**src/rtl/regfile_dump_reader_if.sv**
```systemverilog
// Beat stream carrying {address, data, last} from the dump reader to its consumer.
// A beat transfers on any clock edge where out_valid and out_ready are both high.
interface regfile_dump_reader_if #(
  parameter int ADDR_W = 5,
  parameter int DATA_W = 32
);
  logic              out_valid;
  logic              out_ready;
  logic [ADDR_W-1:0] out_addr;
  logic [DATA_W-1:0] out_data;
  logic              out_last;

  modport master (
    output out_valid,
    output out_addr,
    output out_data,
    output out_last,
    input  out_ready
  );

  modport slave (
    input  out_valid,
    input  out_addr,
    input  out_data,
    input  out_last,
    output out_ready
  );
endinterface

```
**src/rtl/regfile_dump_reader.sv**
```systemverilog
// Register-file dump reader: walks an inclusive, wrapping address range and
// streams one {address, data} beat per register over a valid/ready port.
module regfile_dump_reader #(
  parameter int ADDR_W = 5,
  parameter int DATA_W = 32
) (
  input  logic                  clk,
  input  logic                  rst,
  input  logic                  start,
  input  logic                  abort,
  input  logic [ADDR_W-1:0]     first_addr,
  input  logic [ADDR_W-1:0]     last_addr,
  output logic [ADDR_W-1:0]     rf_read_address,
  input  logic [DATA_W-1:0]     rf_read_data,
  output logic                  busy,
  output logic                  done,
  regfile_dump_reader_if.master stream
);
  // state | meaning
  // IDLE  | waiting for start
  // READ  | rf_read_address = cur; word captured on the edge
  // HOLD  | beat presented, waiting for out_ready
  // DONE  | one-cycle done pulse, then back to IDLE

  typedef enum logic [1:0] {
    S_IDLE = 2'd0,
    S_READ = 2'd1,
    S_HOLD = 2'd2,
    S_DONE = 2'd3
  } state_t;

  state_t            state;
  logic [ADDR_W-1:0] cur;
  logic [ADDR_W-1:0] end_addr;

  assign rf_read_address = cur;

  always_ff @(posedge clk) begin
    if (!rst) begin
      state            <= S_IDLE;
      cur              <= '0;
      end_addr         <= '0;
      busy             <= 1'b0;
      done             <= 1'b0;
      stream.out_valid <= 1'b0;
      stream.out_addr  <= '0;
      stream.out_data  <= '0;
      stream.out_last  <= 1'b0;
    end else begin
      done <= 1'b0;
      case (state)
        S_IDLE: begin
          if (start && !abort) begin
            cur      <= first_addr;
            end_addr <= last_addr;
            busy     <= 1'b1;
            state    <= S_READ;
          end
        end
        S_READ: begin
          stream.out_data  <= rf_read_data;
          stream.out_addr  <= cur;
          stream.out_last  <= (cur == end_addr);
          stream.out_valid <= 1'b1;
          state            <= S_HOLD;
        end
        S_HOLD: begin
          if (stream.out_valid && stream.out_ready) begin
            stream.out_valid <= 1'b0;
            if (stream.out_last) begin
              done  <= 1'b1;
              state <= S_DONE;
            end else begin
              cur   <= cur + ADDR_W'(1);
              state <= S_READ;
            end
          end
        end
        S_DONE: begin
          busy  <= 1'b0;
          state <= S_IDLE;
        end
        default: state <= S_IDLE;
      endcase

      // Abort overrides whatever the state case decided, including a pending handshake.
      if (abort && state != S_IDLE) begin
        state            <= S_IDLE;
        busy             <= 1'b0;
        done             <= 1'b0;
        stream.out_valid <= 1'b0;
        stream.out_last  <= 1'b0;
      end
    end
  end
endmodule

```
**src/flat_wrapper.sv**
```systemverilog
// flat-port wrapper written by rule: the top's interface ports become plain ports
module regfile_dump_reader_flat 
#(
  parameter int ADDR_W = 5,
  parameter int DATA_W = 32
)
  (clk, rst, start, abort, first_addr, last_addr, rf_read_address, rf_read_data, busy, done, stream_out_valid, stream_out_addr, stream_out_data, stream_out_last, stream_out_ready);
  regfile_dump_reader_if #(.ADDR_W(ADDR_W), .DATA_W(DATA_W)) stream_i ();
  input  logic clk;
  input  logic rst;
  input  logic start;
  input  logic abort;
  input  logic [ADDR_W-1:0] first_addr;
  input  logic [ADDR_W-1:0] last_addr;
  output logic [ADDR_W-1:0] rf_read_address;
  input  logic [DATA_W-1:0] rf_read_data;
  output logic busy;
  output logic done;
  output wire logic [$bits(stream_i.out_valid)-1:0] stream_out_valid;
  output wire logic [$bits(stream_i.out_addr)-1:0] stream_out_addr;
  output wire logic [$bits(stream_i.out_data)-1:0] stream_out_data;
  output wire logic [$bits(stream_i.out_last)-1:0] stream_out_last;
  input wire logic [$bits(stream_i.out_ready)-1:0] stream_out_ready;
  assign stream_out_valid = stream_i.out_valid;
  assign stream_out_addr = stream_i.out_addr;
  assign stream_out_data = stream_i.out_data;
  assign stream_out_last = stream_i.out_last;
  assign stream_i.out_ready = stream_out_ready;
  regfile_dump_reader #(.ADDR_W(ADDR_W), .DATA_W(DATA_W)) u_core (.clk(clk), .rst(rst), .start(start), .abort(abort), .first_addr(first_addr), .last_addr(last_addr), .rf_read_address(rf_read_address), .rf_read_data(rf_read_data), .busy(busy), .done(done), .stream(stream_i));
endmodule
```
**config.mk**
```make
export PLATFORM = sky130hd
export DESIGN_NAME = regfile_dump_reader_flat
export DESIGN_NICKNAME = d
export VERILOG_FILES = /design/src/rtl/regfile_dump_reader_if.sv /design/src/rtl/regfile_dump_reader.sv /design/src/flat_wrapper.sv
export SDC_FILE = /design/constraint.sdc
export NUM_CORES = 1
export LEC_CHECK = 0
export ABC_AREA = 1
export CORE_MARGIN = 10
export CORE_UTILIZATION = 44
export DETAILED_ROUTE_END_ITERATION = 8
export GPL_ROUTABILITY_DRIVEN = 0
export PLACE_DENSITY_LB_ADDON = 0.08
export REMOVE_ABC_BUFFERS = 1
export SKIP_CTS_REPAIR_TIMING = 1
export SLEW_MARGIN = 10
export SYNTH_ARGS = -nofsm -noshare
export SYNTH_HDL_FRONTEND = slang
export SYNTH_SLANG_ARGS = --single-unit
export TNS_END_PERCENT = 100
```
**constraint.sdc**
```tcl
create_clock -name clk -period 3.5 [get_ports clk]
set_input_delay 0.525 -clock clk [delete_from_list [all_inputs] [get_ports clk]]
set_output_delay 0.525 -clock clk [all_outputs]
set_load 0.01 [all_outputs]
```
==> qor_table.md <==
| Group | Result | Reported |
|---|---|---|
| hold path | Startpoint of the tightest hold check path | u_core.end_addr[1] |
| synthesis | Fraction of synthesis flops using an asynchronous set or reset pin | 0% |
| hold path | Worst Hold Path Cells | 2 |
| synthesis | Post-synthesis mux area share | 0% |
| grt | Met1 global-route usage | 17.70% |
| cts | Clock Pin Slew Worst Setup and Hold Paths | 0.09 ns |
| power | Worst-case vdd ir drop | 0.2669 mV |
| cts | Clock tree root buffer cell | sky130_fd_sc_hd__clkbuf_8 |
| grt | GR Layer Usage met3 | 5.385% |
| synthesis | Fraction of the mapped netlist area in adder cells | 0.6124% |
| synthesis | Synth Instances | 272 |
| final layout | Combined area of the multi-input logic cells | 863.3 um2 |
| final layout | Most frequent cells in the layout | sky130_fd_sc_hd__clkdlybuf4s50_1, sky130_fd_sc_hd__nor2_1, sky130_fd_sc_hd__dfxtp_1, sky130_fd_sc_hd__o21ai_0, sky130_fd_sc_hd__nand2_1 |
| synthesis | Main synth FF type | sky130_fd_sc_hd__dfxtp_1 |
| grt | Peak-usage layer in the global routing report | met2 |
| synthesis | Main combinational cell family by area after synthesis | simple AND/OR/NAND/NOR gates |
| synthesis | Post-Synth Simple-Gate Area | 24.07% |
| power | LEAKAGE | 1.194 nW |
| floorplanning | Die Width | 88.15 um |
| timing | Final Max Tran Viols | 0 |
| final layout | Filler cell count in the final layout | 376 |
| timing | Final clock period utilization by the worst path | 55.41% |
| worst setup path | Crit-path max cell delay | 0.61 ns |
| worst setup path | Critical path startpoint category | register |
| timing | Slack of the critical path | 1.561 ns |
| routing | Number of nets with antenna violations after detailed routing | 0 |
| synthesis | Fraction of the mapped netlist area in compound gates | 15.86% |
| floorplanning | Rows | 24 |
| synthesis | Sequential cell area fraction in the yosys report | 51.93% |
| timing | Hold violation total from the final report | 0 |
| timing | RSZ-0062 raised after global routing | false |
| synthesis | Post-synthesis cell type count | 23 |
| grt | Wire length of the first global-routing pass | 8652 um |
| final layout | Count of inserted antenna diode cells | 0 |
| worst setup path | Slowest stage cell on the critical path | sky130_fd_sc_hd__clkdlybuf4s50_1 |
| grt | Initial antenna violation count | 0 |
| timing | Final Critical Period | 1.939 ns |
| run | Maximum capacitance violations | 0 |
| cts | Num Clock Sinks | 53 |
| final layout | Final net count | 407 |
| timing | Maximum frequency from static timing analysis | 0.5156 GHz |
| worst setup path | Kind of critical path | reg -> out |
| synthesis | FF+latch count, synth | 53 |
| worst setup path | Total buffers and inverters traversed by the critical path | 1 |
| routing | DR iter-0 viols | 97 |
| final layout | Syn-to-layout area delta | 51.62% |
| worst setup path | Worst R2R End | u_core.stream.out_addr[3] |
| grt | Vias in the first global route | 1752 |
| worst setup path | Worst reg2reg path startpoint | u_core.state[1] |
| placed design | Worst setup slack before clock tree synthesis | 1.496 ns |
| grt | Remaining global-route overflow | 0 |
| routing | Vias per cell | 4.803 |
| routing | Count of vias placed by the detailed router | 1979 |
| timing | Max_slew headroom | 52.97% |
| routing | Post-detailed-routing wire length | 5601 um |
| final layout | Sequential cell area | 1061 um2 |
| final layout | Share of post-route cells with drive strength above 1 | 4.167% |
| hold path | Hold-critical path endpoint | u_core.end_addr[1] |
| floorplanning | Die span in y | 88.15 um |
| routing | Routed wirelength normalized by instance count | 13.59 um |
| timing | Hold slack final | 0.4591 ns |
| power | Power density over the cells | 439.8 nW/um2 |
| final layout | Finished Layout Cells | 412 |
| routing | First drt pass iteration count | 4 |
| timing | Final number of setup-violating endpoints | 0 |
| cts | Number of buffers added by the clock tree synthesis step | 5 |
| floorplanning | I/O pin total | 93 |
| worst setup path | Worst EP arrival | 1.41 ns |
| routing | Drt drc | 0 |
| synthesis | Mean instance size in the synthesized netlist | 7.512 um2 |
| placed design | Cells after DPL | 404 |
| final layout | Leading cell type in the layout, fill and taps excluded | sky130_fd_sc_hd__clkdlybuf4s50_1 |
| grt | Global routing usage on met2 | 20.70% |
| hold path | Worst hold path type | reg -> reg |
| worst setup path | Crit-path cells | clkdlybuf4s50_1 |
| cts | Source-to-sink clock delay at the later pin of the worst-skew pair | 0.31 ns |
| final layout | Post-Route Utilization | 70.18% |
| cts | TritonCTS clock tree | done |
| worst setup path | Family of cells with the greatest summed delay on the critical path | buffers and inverters |
| timing | Post-route setup TNS | 0 ns |
| worst setup path | Kind of capture point of the worst setup path | output port |
| floorplanning | Area of the core | 4414 um2 |
| synthesis | Synth warnings | 0 |
| placed design | DP Wirelength | 4086 um |
| worst setup path | Data required time at the worst endpoint | 2.97 ns |
| timing | Layout Skew | 0.007711 ns |
| floorplanning | Die area | 7770 um2 |
| placed design | Count of input and output buffers | 92 |
| synthesis | Total standard cell area after synthesis | 2043 um2 |
| cts | Number of buffers on the longest clock path | 2 |
| status | Run status | finished clean |
| grt | Largest net degree at the start of global routing | 44 |
| synthesis | Parity-gate share of the synthesized area counting xor and xnor cells | 1.715% |
| worst setup path | Depth of the worst register-to-register path | 6 |
| synthesis | Number of synthesized flops with an enable pin | 0 |
| grt | All-Layer GR Usage | 13.92% |
| worst setup path | Highest net fanout along the worst path | 7 |
| worst setup path | Reg2Reg Setup Slack | 1.84 ns |
| cts | Htree depth | 2 |
| floorplanning | Initial core utilization | 46.29% |
| timing | Worst-margin pin slew | 0.7044 ns |
-- Yosys cell counts, types with 2 or more instances --
| library cell | number | share of area (%) |
|---|---|---|
| sky130_fd_sc_hd__nor2_1 | 79 | 15 |
| sky130_fd_sc_hd__nand2_1 | 25 | 4.6 |
| sky130_fd_sc_hd__inv_2 | 2 | 0.37 |
| sky130_fd_sc_hd__dfxtp_1 | 53 | 52 |
| sky130_fd_sc_hd__nand3_1 | 9 | 2.2 |
| sky130_fd_sc_hd__a21oi_1 | 14 | 3.4 |
| sky130_fd_sc_hd__xor2_1 | 3 | 1.3 |
| sky130_fd_sc_hd__buf_2 | 7 | 1.7 |
| sky130_fd_sc_hd__o21ai_0 | 47 | 12 |
| sky130_fd_sc_hd__clkbuf_1 | 5 | 0.92 |
| sky130_fd_sc_hd__inv_1 | 13 | 2.4 |
| sky130_fd_sc_hd__nand4_1 | 3 | 0.92 |
| sky130_fd_sc_hd__or2_2 | 2 | 0.61 |
-- worst max-delay path by stage --
stage | startpoint | to | depth (start not counted)
2_1_floorplan | u_core.state[1] | u_core.stream.out_addr[0] | 5
3_3_place_gp | rst | u_core.stream.out_addr[3] | 4
3_5_place_dp | rst | u_core.stream.out_addr[3] | 4
4_1_cts | u_core.rf_read_address[0] | rf_read_address[0] | 1
5_1_grt | u_core.rf_read_address[0] | rf_read_address[0] | 1
6_report | u_core.rf_read_address[0] | rf_read_address[0] | 1
-- final cells by class --
class | instances | share of cell area (%)
clock buffer | 7 | 2.787
clock inverter | 1 | 0.9693
inverter | 15 | 1.817
multi-input combinational | 190 | 27.87
sequential | 53 | 34.25
tap | 52 | 2.100
timing repair buffer | 94 | 30.21
-- sequential cells by signal, indices dropped and copies added (netlist names) --
| register | cells |
|---|---|
| u_core.stream.out_last | 1 |
| u_core.stream.out_data | 32 |
| u_core.state | 2 |
| u_core.stream.out_valid | 1 |
| u_core.stream.out_addr | 5 |
| u_core.done | 1 |
| u_core.end_addr | 5 |
| u_core.rf_read_address | 5 |
| u_core.busy | 1 |
-- power by group --
| part | leakage (nW) | internal (mW) | switching [mW] |
|---|---|---|---|
| Sequential | 0.433 | 0.642 | 0.0303 |
| Combinational | 0.702 | 0.144 | 0.115 |
| Clock | 0.0585 | 0.233 | 0.198 |
-- metal layers --
| metal | vias up | wire (um) |
|---|---|---|
| met1 | 862 | 2525 |
| met3 | 9 | 572 |
| met5 | - | 0 |
| met4 | 0 | 95 |
| met2 | 64 | 2408 |
| li1 | 1044 | - |
-- through the flow --
stage          instance area [um2]  power (mW)
4_1_cts                       3098       1.376
2_1_floorplan                 1981      0.7957
6_report                      3098       1.363
3_3_place_gp                  2982      0.9424
3_5_place_dp                  2982      0.9471
5_1_grt                       3098       1.430
-- tightest hold or removal path: stages, from the launching register on --
cell and delay [ns]:
sky130_fd_sc_hd__dfxtp_1 0.33, sky130_fd_sc_hd__inv_1 0.05, sky130_fd_sc_hd__a21oi_1 0.05
-- kinds of logic (layout without fill, tap and decap cells) --
logic type	after synthesis	count (layout)
simple gates	121	121
compound gates	64	64
flops	53	53
buf+inv	29	117
xor+xnor	4	4
fa+ha+maj	1	1
No activity file was read; power rests on OpenSTA's default activity.
